File: src/rtl/feedback_frame_decoder.sv
// Multi-byte feedback frame decoder. It assembles NUM_SIG feedback bits from
// UART bytes. Each byte carries a 2-bit type code and a 6-bit payload. The
// decoder times out between bytes and pulses update, change and error flags.
//
// state   | meaning
// --------+-------------------------------------------------------------
// IDLE    | waiting for a FEEDBACK_CODE byte that starts a frame
// COLLECT | frame started; waiting for CONT_CODE bytes 1..NBYTES-1
module feedback_frame_decoder #(
    parameter int         NUM_SIG        = 4,
    parameter logic [1:0] FEEDBACK_CODE  = 2'b01,
    parameter logic [1:0] CONT_CODE      = 2'b11,
    parameter int         TIMEOUT_CYCLES = 1000000
) (
    input  logic               clk,
    input  logic               rst_n,
    input  logic               script_mode,
    input  logic               data_valid,
    input  logic [7:0]         data_receive,
    output logic [NUM_SIG-1:0] sig,
    output logic [NUM_SIG-1:0] feedback_leds,
    output logic               led_mode,
    output logic               sig_update,
    output logic               sig_changed,
    output logic               frame_error,
    output logic               busy
);

    localparam int NBYTES = (NUM_SIG + 5) / 6;
    localparam int AW     = 6 * NBYTES;
    localparam int IW     = (NBYTES > 1) ? $clog2(NBYTES) : 1;
    localparam int TW     = (TIMEOUT_CYCLES > 0) ? $clog2(TIMEOUT_CYCLES + 1) : 1;
    // Timer value that, after one more idle cycle, reaches TIMEOUT_CYCLES.
    localparam logic [TW-1:0] T_LAST = (TIMEOUT_CYCLES > 0) ? TW'(TIMEOUT_CYCLES - 1) : '0;

    typedef enum logic {IDLE = 1'b0, COLLECT = 1'b1} state_t;

    state_t             state, state_n;
    logic [IW-1:0]      idx, idx_n;
    logic [TW-1:0]      timer, timer_n;
    logic [AW-1:0]      asm_q, asm_n;
    logic [NUM_SIG-1:0] sig_n;
    logic               led_mode_n, upd_n, chg_n, err_n;
    logic               do_commit, do_clear;
    logic [1:0]         code;
    logic [5:0]         payload;

    assign code          = data_receive[1:0];
    assign payload       = data_receive[7:2];
    assign feedback_leds = sig;
    assign busy          = (state == COLLECT);

    // State and output registers; every pulse is one cycle because it is
    // recomputed with a zero default on every edge.
    always_ff @(posedge clk or negedge rst_n) begin
        if (!rst_n) begin
            state       <= IDLE;
            idx         <= '0;
            timer       <= '0;
            asm_q       <= '0;
            sig         <= '0;
            led_mode    <= 1'b0;
            sig_update  <= 1'b0;
            sig_changed <= 1'b0;
            frame_error <= 1'b0;
        end else begin
            state       <= state_n;
            idx         <= idx_n;
            timer       <= timer_n;
            asm_q       <= asm_n;
            sig         <= sig_n;
            led_mode    <= led_mode_n;
            sig_update  <= upd_n;
            sig_changed <= chg_n;
            frame_error <= err_n;
        end
    end

    // Next-state decode, byte placement, timeout, and commit/clear actions.
    always_comb begin
        state_n    = state;
        idx_n      = idx;
        timer_n    = timer;
        asm_n      = asm_q;
        sig_n      = sig;
        led_mode_n = led_mode;
        upd_n      = 1'b0;
        chg_n      = 1'b0;
        err_n      = 1'b0;
        do_commit  = 1'b0;
        do_clear   = 1'b0;

        if (script_mode) begin
            // Script mode aborts any frame silently.
            state_n = IDLE;
            timer_n = '0;
            if (data_valid) do_clear = 1'b1;
        end else begin
            case (state)
                IDLE: begin
                    if (data_valid) begin
                        if (code == FEEDBACK_CODE) begin
                            asm_n[5:0] = payload;
                            if (NBYTES == 1) begin
                                do_commit = 1'b1;
                            end else begin
                                state_n = COLLECT;
                                idx_n   = IW'(1);
                                timer_n = '0;
                            end
                        end else if (code == CONT_CODE) begin
                            err_n = 1'b1;
                        end else begin
                            do_clear = 1'b1;
                        end
                    end
                end
                COLLECT: begin
                    if (data_valid) begin
                        if (code == CONT_CODE) begin
                            for (int k = 0; k < NBYTES; k++) begin
                                if (idx == IW'(k)) asm_n[k*6 +: 6] = payload;
                            end
                            if (idx == IW'(NBYTES - 1)) begin
                                do_commit = 1'b1;
                            end else begin
                                idx_n   = idx + 1'b1;
                                timer_n = '0;
                            end
                        end else if (code == FEEDBACK_CODE) begin
                            err_n      = 1'b1;
                            asm_n[5:0] = payload;
                            idx_n      = IW'(1);
                            timer_n    = '0;
                        end else begin
                            err_n    = 1'b1;
                            do_clear = 1'b1;
                        end
                    end else if ((TIMEOUT_CYCLES != 0) && (timer == T_LAST)) begin
                        // Partial frame is discarded; committed outputs stay.
                        err_n   = 1'b1;
                        state_n = IDLE;
                        timer_n = '0;
                    end else if (timer != '1) begin
                        timer_n = timer + 1'b1;
                    end
                end
                default: state_n = IDLE;
            endcase
        end

        if (do_commit) begin
            sig_n      = asm_n[NUM_SIG-1:0];
            led_mode_n = 1'b1;
            upd_n      = 1'b1;
            chg_n      = (asm_n[NUM_SIG-1:0] != sig);
            state_n    = IDLE;
            timer_n    = '0;
        end else if (do_clear) begin
            sig_n      = '0;
            led_mode_n = 1'b0;
            chg_n      = (sig != '0);
            state_n    = IDLE;
            timer_n    = '0;
        end
    end

endmodule

File: config.mk
export PLATFORM = sky130hd
export DESIGN_NAME = feedback_frame_decoder
export DESIGN_NICKNAME = d
export VERILOG_FILES = /design/src/rtl/feedback_frame_decoder.sv
export SDC_FILE = /design/constraint.sdc
export NUM_CORES = 1
export LEC_CHECK = 0
export ABC_CLOCK_PERIOD_IN_PS = 2630
export CORE_ASPECT_RATIO = 1.2
export CORE_MARGIN = 1
export CORE_UTILIZATION = 28
export DETAILED_ROUTE_END_ITERATION = 16
export GPL_TIMING_DRIVEN = 1
export SLEW_MARGIN = 25
export SYNTH_ARGS = -nofsm -noshare
export SYNTH_HDL_FRONTEND = slang
export SYNTH_SLANG_ARGS = --single-unit
File: constraint.sdc
create_clock -name clk -period 2.63 [get_ports clk]
set_clock_uncertainty 0.2 [all_clocks]
set_input_delay 0.526 -clock clk [delete_from_list [all_inputs] [get_ports clk]]
set_output_delay 0.526 -clock clk [all_outputs]
set_load 0.005 [all_outputs]
==> results.md <==
* Cell total after placement at 341
* Minimum setup slack after placement at -107 ps
* Synth Warn # at 0
* Detailed-routing iteration count for the pre-antenna-repair pass at 4
* Post-synth net total at 230
* Die Width at 79.4 um
* Die height at between 90 and 100 um
* Total count of hold-check failures in the final report at 0
* Post-synth top area cell: dfrtp_1
* Number of sinks on the clock net at 34
* Number of filler instances in the final layout at between 700 and 800
* Overall Power at around 1.2 mW
* Number of max-cap violations at 0
* Die footprint at between 0.007 and 0.008 mm2
* Fin Hold WS at roughly 280 ps
* Compound-gate portion of the synthesized area at 18.2%
* Top post-synthesis cells by area: dfrtp_1 (42%), xnor2_1 (4.4%), nand2_1 (3.7%)
* Number of buffers inserted for hold repair after clock tree synthesis at 0
* Critical setup path kind: reg -> reg
* Cell area after technology mapping at 0.00201 mm2
* Arrival time worst endpoint at between 2000 and 2500 ps
* Number of antenna violations at the first check in global routing at 0
* Post-route non-filler standard cell count at 349
* Instance count of the mapped netlist at 217
* Clock buffer count from CTS at 5
* Total number of vias at 1791
* Internal Power at 854 uW
* Area fraction of the dominant cell type after synthesis at a little over two fifths
* Share of cells above drive strength 1 at 17.6%
* Tightest Pin Transition at about 570 ps
* Clock Tree Buf Depth at 2
* Final total negative setup slack at 0 ps
* First-pass GRT wire length at approximately 8500 um
* Switch share at a little over a quarter
* Vias in the first global route at 1834
* HPWL reported at the end of detailed placement at 3600 um
* CP max FO at 14
* Top-level I/O count at 25
* Setup repair after global routing missed its margin: false
* Relative contribution of combinational cells to total power at 15.9%
* Core Rows at 33
* FF+latch count, synth at 34
* Net count, final at 274
* Overall track demand over capacity in global routing at 14.5%
* Reg clk slew, reported paths at roughly 70 ps
* PD cells at between 400 and 500 mW/mm2
* Ant. Diodes at 0
* Antenna-violating nets left at 0
* Total congestion overflow at 0
* Effective utilization at floorplan at 29.2%
* Final critical-path share of the clock period at 93.8%
* Number of design rule violations left after detail routing at 0
* Clock tree from TritonCTS: yes
* Mapped Avg Cell Area at 9.27 um2
* Proportion of synthesized area in mux cells at 4.60%
* Post-synth ARST share at 100%
* Routability Congestion at 0.828
* Crit start category: flip-flop
* Net switching power at 301 uW
* Most numerous cell types in the synthesized netlist: dfrtp_1 (34), nand2_1 (20), nor2_1 (19), a21oi_1 (14), inv_1 (11)
* Most used flip-flop cell after synthesis: dfrtp_1
* Type of element capturing the critical path: flip-flop
* Number of synthesized flops with an enable pin at 0
* Library cells used by synthesis at 49
* Worst-case setup margin in the final layout at 164 ps
* Synth Area in Adders at 0.622%
* Floorplan Core Area at 0.00690 mm2
* Time the worst path needs with I/O delays and setup at roughly 2500 ps
* Area taken by multi-input logic gates at just over 0.001 mm2
* Final setup viols at 0
* Fraction of the yosys area taken by sequential cells at 42.3%
* Largest net degree at the start of global routing at 35
* Area growth from synthesis to final layout at 27.6%
* Max-Slew Margin vs Limit at 61.7%
* Synth Area in Simple Gates at 22.9%
* Total Routed Length at 5050 um
* Outcome: finished, final reports clean
* Total number of H-tree levels at 2
* Root cell of the clock tree: clkbuf_8
* Cell leakage power at 1.05 nW
* Max frequency at 0.406 GHz
* Xor and xnor fraction of the mapped netlist area at 5.22%
* Part of the power in registers at 49.0%
* Storage element area at approximately 850 um2
* Count of final max-slew check failures at 0
* Peak VDD IR at between 0.15 and 0.2 mV
* Worst EP required at 2640 ps
* Tightest Hold Check Type: reg -> reg
* First DRT Iteration DRCs at between 40 and 50
* Count of input and output buffers at 22
* Via density per instance at 5.13
* Routed wire per std cell at 14.5 um
* Insertion delay to the later sink of the worst-skew pair at 290 ps
* Clock network fraction of total power at 35.0%
* Main combinational cell family by area after synthesis: simple AND/OR/NAND/NOR gates
* Most common cell in the synthesized netlist: dfrtp_1
## per-layer routing
metal / track usage, % / vias to the layer above / wire [um]
li1: - / 880 / -
met1: 17.6 / 869 / 2370
met2: 25.2 / 35 / 2430
met3: 3.38 / 7 / 178
met4: 4.70 / 0 / 70
met5: 0 / - / 0
## timing repair
action                                  in CTS  in global routing
endpoints found under the hold margin        0                  0
endpoints found under the setup margin       0                  7
resized for setup                            0                  1
buffers inserted                             0                  0
## critical path, cell delays in order, from the launching register on
cell and delay [ps]:
dfrtp_1 410, ha_1 220, and4_1 260, and4_4 260, a21o_1 330, or4_1 550, a21oi_1 150
## placed cells by master (no fill, tap or decap), types with 2 or more instances in the layout
master / instances
nor4_1: 3
xnor2_1: 10
or2_2: 2
a21oi_1: 14
a21oi_2: 2
dfrtp_1: 34
nand3_1: 6
nand2b_1: 5
and4_1: 2
mux2_2: 2
clkbuf_8: 6
a211oi_1: 3
nor2_1: 18
o31ai_1: 5
or4_1: 2
nor4b_1: 4
or3_1: 2
nand2_1: 20
inv_1: 11
a2111oi_0: 2
and4_4: 2
clkdlybuf4s50_1: 22
and3_1: 6
a21o_1: 3
and2_1: 2
nand4_1: 4
o21ai_0: 9
mux2i_1: 7
buf_4: 26
xor2_1: 2
o22ai_1: 4
o221ai_1: 2
## power groups by stage
stage          combinational [mW]  sequential [mW]  clock, mW
6_report                    0.184            0.566      0.405
5_1_grt                     0.205            0.569      0.434
4_1_cts                     0.186            0.567      0.414
3_5_place_dp                0.185            0.577          0
3_3_place_gp                0.183            0.575          0
2_1_floorplan              0.0892            0.572          0
## flip-flops by register name (all words and copies together) (netlist names)
signal / cells
busy: 1
idx: 1
asm_q: 4
led_mode: 1
timer: 20
sig_update: 1
feedback_leds: 4
sig_changed: 1
frame_error: 1
## stage by stage
stage               area [um2]  util [%]
floorplan                 2010         -
global placement          2470      35.9
detailed placement        2470      35.9
CTS                       2560      37.2
global route              2570      37.2
finish                    2570      37.2
## final timing paths
path,from,endpoint,slack (ps),cells past startpoint
worst max-delay path,timer[0],timer[19],160,6
worst min-delay path,led_mode,led_mode,280,1
worst max register to register,timer[0],timer[19],160,6
worst min register to register,led_mode,led_mode,280,1
max in group asynchronous,rst_n,idx,1450,2
min in group asynchronous,rst_n,timer[14],450,2
## cells by family (layout without fill, tap and decap cells)
logic type | after synthesis | count (layout)
simple gates | 84 | 84
fa+ha+maj | 1 | 1
flops | 34 | 34
xor+xnor | 12 | 12
mux | 9 | 9
buf+inv | 23 | 68
compound gates | 54 | 54
## area by class of cell
type / count / share of cell area, %
Inverter: 11 / 1.61
Timing Repair Buffer: 49 / 17.0
Sequential cell: 34 / 33.1
Clock buffer: 7 / 3.36
Tap cell: 87 / 4.24
Clock inverter: 1 / 0.195
Multi-Input combinational cell: 160 / 40.5
(Power assumes the default switching activity.)
==> edit 1, RTL diff (same settings) <==
Set the parameter `TIMEOUT_CYCLES` to 500000 (it was 1000000).
--- a/src/rtl/feedback_frame_decoder.sv
+++ b/src/rtl/feedback_frame_decoder.sv
@@ -11,5 +11,5 @@
     parameter logic [1:0] FEEDBACK_CODE  = 2'b01,
     parameter logic [1:0] CONT_CODE      = 2'b11,
-    parameter int         TIMEOUT_CYCLES = 1000000
+    parameter int         TIMEOUT_CYCLES = 500000
 ) (
     input  logic               clk,
Behaviour: no difference found for any inputs over 10 cycles, from zero or initial values and one cycle with rst_n low; that may be too few to reach the edited logic, so the function may still have changed.
==> edit 1 against the unedited design <==
- wire length decreased by 6.9%
- power rose by 3.2%
- setup slack worse by 0.078 ns
- critical endpoint is now sig_changed$_DFF_PN0_
- worst hold slack worse by 0.0064 ns
- design area is 0.34% lower
- highest routed layer unchanged
- critical path type is now in -> reg
- sequential cell count decreased by 1
- die area down 2.6%
- synthesized area decreased by 2.7%
==> edit 1: results (changes against the unedited design) <==
* Post-detail-place hpwl at 3.45 mm (-4.2%)
* Met1 WL at 2.15 mm (-9.4%)
* Avg WL per Cell at 13.3 um (-8.0%)
* Portion of netlist area occupied by mux cells at 2.11% (-2.5 points)
* Area contributors post-synth: dfrtp_1 42%, o21ai_0 5.6%, nand2_1 4.0%
* Compound-Gate Fraction of Synth Area at 18.1% (-0.076 points)
* Adder-Cell Fraction of Synth Area at 0.639% (+0.017 points)
* Maximum clock path buffer count at 2 (unchanged)
* Ys async rst share at 100% (unchanged)
* Post-Synthesis Cells at 217 (unchanged)
* Layout cells sized above 1 at 19.9% (+2.4 points)
* Setup bufs post-CTS at 0 (unchanged)
* First-pass GRT wire length at 8.04 mm (-5.6%)
* Clock buffers created by TritonCTS at 5 (unchanged)
* Synth cell types at 51 (+4.1%)
* Met2 routed WL at 2.30 mm (-5.5%)
* Post-Synth XOR/XNOR Area at 4.92% (-0.30 points)
* Routability Congestion at 0.853 (+3.1%)
* Nets at 278 (+1.5%)
* Antenna violations before repair at 0 (unchanged)
* Worst-path clk slew at roughly 0.060 ns
* Syn nets at 230 (unchanged)
* HP Class: reg -> reg
* GRT Util Overall at 14.0% (-0.51 points)
* Warnings from Yosys at 0 (unchanged)
* Leak Pwr at 0.00102 uW (-2.9%)
* Clock root cell: clkbuf_8
* Power Clock at 416 uW (+3%)
* Sequential share of the synthesized area at 42.2% (-0.12 points)
* N_diodes at 0 (unchanged)
* Sw Share at 25.6% (-0.49 points)
* Post-synth top cells: 33 x dfrtp_1, 22 x o21ai_0, 21 x nand2_1, 16 x nor2_1, 9 x nor3_1
* Top Family by Delay on Critical Path: compound AO/OA/AOI/OAI gates
* I/O Buffers at 22 (unchanged)
* Max reg flops at 19 (-5.0%)
* GR Util met2 at 25.4% (+0.15 points)
* Worst-Skew Late Latency at roughly 0.28 ns
* Clock H-tree levels at 2 (unchanged)
* Slowest cell delay on critical path at 0.58 ns (+0.03 ns)
* 1st-pass router iterations at 5 (+1)
* Largest net degree at the start of global routing at 34 (-2.9%)
* Max IR drop VDD at 0.195 mV (+4.7%)
* Met3 GRT Util at 2.93% (-0.45 points)
* Top reg by flops: timer
* Fin cells at 353 (+1.1%)
* Top sig layer: met4
* Vias in the first global route at 1779 (-3.0%)
* Slew margin rel. at 57.8% (-3.9 points)
* Post-CTS Hold Fix Bufs at 0 (unchanged)
* Share of total power in sequential cells at 46.8% (-2.2 points)
* Met3 wire len at 176 um (-1.1%)
* Routing usage on met1 at 16.2% (-1.4 points)
* Outcome: complete, no violations
* Post-CTS Resized at 1 (+1)
* Initial DRC count at 79 (+84%)
* Max Fanout on Critical Path at 6 (-8)
* CP max stage cell: clkdlybuf4s50_1
* Mean number of vias per cell at 5.05 (-1.5%)
-- edit 1: cell families (layout without fill, tap and decap cells) --
| logic type | Yosys count | count (layout) |
|---|---|---|
| adders and majority gates | 1 | 1 |
| and+or+nand+nor | 97 | 97 |
| muxes | 4 | 4 |
| DFF | 33 | 33 |
| AOI/OAI and AO/OA | 54 | 54 |
| buffers and inverters | 17 | 66 |
| xor gates and xnor gates | 11 | 11 |
-- edit 1: worst paths after layout --
kind / start / endpoint / slack (ns) / cells after the start
setup / recovery: data_receive[0] / sig_changed$_DFF_PN0_ / 0.09 / 7
setup reg to reg: timer[12]$_DFFE_PN0P_ / timer[11]$_DFFE_PN0P_ / 0.23 / 6
min in group asynchronous: rst_n / idx$_DFFE_PN0P_ / 0.46 / 2
hold / removal: led_mode$_DFFE_PN0P_ / led_mode$_DFFE_PN0P_ / 0.28 / 2
hold reg to reg: led_mode$_DFFE_PN0P_ / led_mode$_DFFE_PN0P_ / 0.28 / 2
max in group asynchronous: rst_n / timer[18]$_DFFE_PN0P_ / 1.45 / 2
-- edit 1: cell type report --
class                           count  area (um2)
Inverter                            5        18.8
Tap cell                           87         109
Clock inverter                      1        5.00
Multi-Input combinational cell    167        1050
Clock buffer                        7        96.3
Fill cell                         688        4250
Timing Repair Buffer               53         453
Sequential cell                    33         826
-- edit 1: through the flow --
step           cell area, um2  hold WS [ns]  setup slack (ns)  utilization, %  power, uW
4_1_cts                  2560         0.285            0.0784            37.6       1220
3_5_place_dp             2450         0.270            -0.449            36.0        788
2_1_floorplan            1960        0.0304             0.327               -        683
5_1_grt                  2560         0.299            0.0118            37.6       1260
3_3_place_gp             2450         0.261            -0.387            36.0        787
6_report                 2560         0.277            0.0862            37.6       1190
==> edit 2, RTL diff (same flow settings) <==
Without the edit above. Remove the register `frame_error`: a continuous assignment takes its place, so the output `frame_error` follows one clock earlier.
--- a/src/rtl/feedback_frame_decoder.sv
+++ b/src/rtl/feedback_frame_decoder.sv
@@ -63,5 +63,4 @@
             sig_update  <= 1'b0;
             sig_changed <= 1'b0;
-            frame_error <= 1'b0;
         end else begin
             state       <= state_n;
@@ -73,7 +72,8 @@
             sig_update  <= upd_n;
             sig_changed <= chg_n;
-            frame_error <= err_n;
         end
     end
+
+    assign frame_error = err_n;
 
     // Next-state decode, byte placement, timeout, and commit/clear actions.
Formal check against the unedited RTL: not equivalent (Yosys sat finds a counterexample within 4 cycles, from zero or initial values and one cycle with rst_n low).
==> edit 2 against the unedited design <==
- the flow now finishes with violations (setup timing)
- clock power down 5.2%
- synthesized area down 4.0%
- design area up 2.1%
- setup slack worse by 0.23 ns
- sequential cell count down 1
- fmax down 8.4%
- utilization up 2.7 points
- combinational power down 7%
- first-iteration DRC count up 81%
- power down 4.9%
- wire length down 8.7%
- critical endpoint is now frame_error
- largest cell class unchanged
==> edit 2: results (changes against the unedited design) <==
* Register Area at 826 um2 (-2.9%)
* Met3 wire len at 190 um (+6.7%)
* Depth of the worst register-to-register path at 7 (+1)
* Die Area at 7240 um2 (-3.9%)
* Met1 WL at 2.08 mm (-12%)
* GRT Util Overall at 14.1% (-0.47 points)
* Routing usage on met1 at 16.0% (-1.6 points)
* R2r endpoint: timer[7]$_DFFE_PN0P_
* Total number of vias at 1833 (+2.3%)
* Routability Congestion at 0.768 (-7.2%)
* GR Util met2 at 24.5% (-0.73 points)
* Initial DRC count at 78 (+81%)
* Post-place instance area at 2520 um2 (+2.0%)
* Area contributors post-synth: dfrtp_1 43%, o31ai_1 4.3%, nand3_1 4.1%
* Met3 GRT Util at 3.41% (+0.033 points)
* Post-synth top cells: 33 x dfrtp_1, 18 x nand2_1, 16 x nand3_1, 13 x o21ai_1, 12 x nor2_1
* Nets at 285 (+4.0%)
* Max IR drop VDD at 0.149 mV (-20%)
* Post-Synthesis Cells at 208 (-4.1%)
* Sequential share of the synthesized area at 42.7% (+0.46 points)
* Setup bufs post-CTS at 1 (+1)
* Flop-to-flop setup slack at 0.34 ns (+0.18 ns)
* #MultiIn Comb at 155 (-3.1%)
* Syn nets at 221 (-3.9%)
* Pre-CTS WS at -0.246 ns (-0.139 ns)
* First-pass GRT wire length at 7.95 mm (-6.6%)
* Bufs w/o clock at 69 (+41%)
* Min Hold Slack at 0.293 ns (+0.0100 ns)
* CP arrival at 1.97 ns (-0.51 ns)
* Seq_cells at 33 (-2.9%)
* Multi-input combinational area share at 38.0% (-2.5 points)
* Outcome: finished, violations left
* Cell Pwr Density at 419 nW/um2 (-6.9%)
* Final-layout non-clock buffer area share at 22.1% (+5.2 points)
* End of the critical path: frame_error
* CP max stage cell: or4b_4
* Met2 routed WL at 2.26 mm (-7.1%)
* Post-CTS Resized at 7 (+7)
* Logic inverters at 8 (-3)
* CLK BUF at 6 (-1)
* Post-detail-place hpwl at 3.24 mm (-10%)
* Count of final setup violators at 1 (+1)
* Final Worst Setup Slack at -0.0635 ns (-0.228 ns)
* Routed wire length at 4.61 mm (-8.7%)
* Worst hold stages at 2 (+1)
* Worst Tran Pin Value at 0.433 ns (-0.141 ns)
* Max Fanout on Critical Path at 2 (-12)
* Warnings from Yosys at 0 (unchanged)
* Vias in the first global route at 1796 (-2.1%)
* Leak Pwr at 0.00112 uW (+6.7%)
* Final setup TNS at -0.0635 ns (-0.0635 ns)
* Synth cell types at 46 (-6.1%)
* Largest net degree at the start of global routing at 34 (-2.9%)
* Avg WL per Cell at 12.9 um (-11%)
* Filler cell count at 666 (-7.4%)
* Slowest cell delay on critical path at 0.55 ns (about the same)
* Placed Instances at 349 (+2.3%)
* Failing checks: setup timing
==> edit 2: cell count changes after synthesis, sizes merged, moves of 3 or more <==
cell,unedited run,this run
xnor2,10,2
o21ai,9,27
nor4b,4,1
or4,3,0
nand3,6,16
a21oi,16,9
nor2,19,12
o41ai,0,4
a31oi,0,4
a211oi,3,0
o31ai,5,15
inv,11,8
==> edit 2: power by group <==
part	internal (uW)	leakage [uW]	total [uW]	switching, uW
Clock	184	0.0000450	384	200
Combinational	92.1	0.000628	171	78.6
Sequential	529	0.000451	544	15.2
Total	804	0.00112	1100	294
==> edit 2: cells by family after synthesis <==
logic type               Yosys count  synth area share (%)
adder cells (fa/ha/maj)            1                 0.648
flip-flops                        33                  42.7
buffers and inverters             20                  6.41
AND/OR/NAND/NOR                   78                  22.1
AO/OA/AOI/OAI                     66                  23.0
multiplexers                       7                  3.76
XOR/XNOR                           3                  1.36
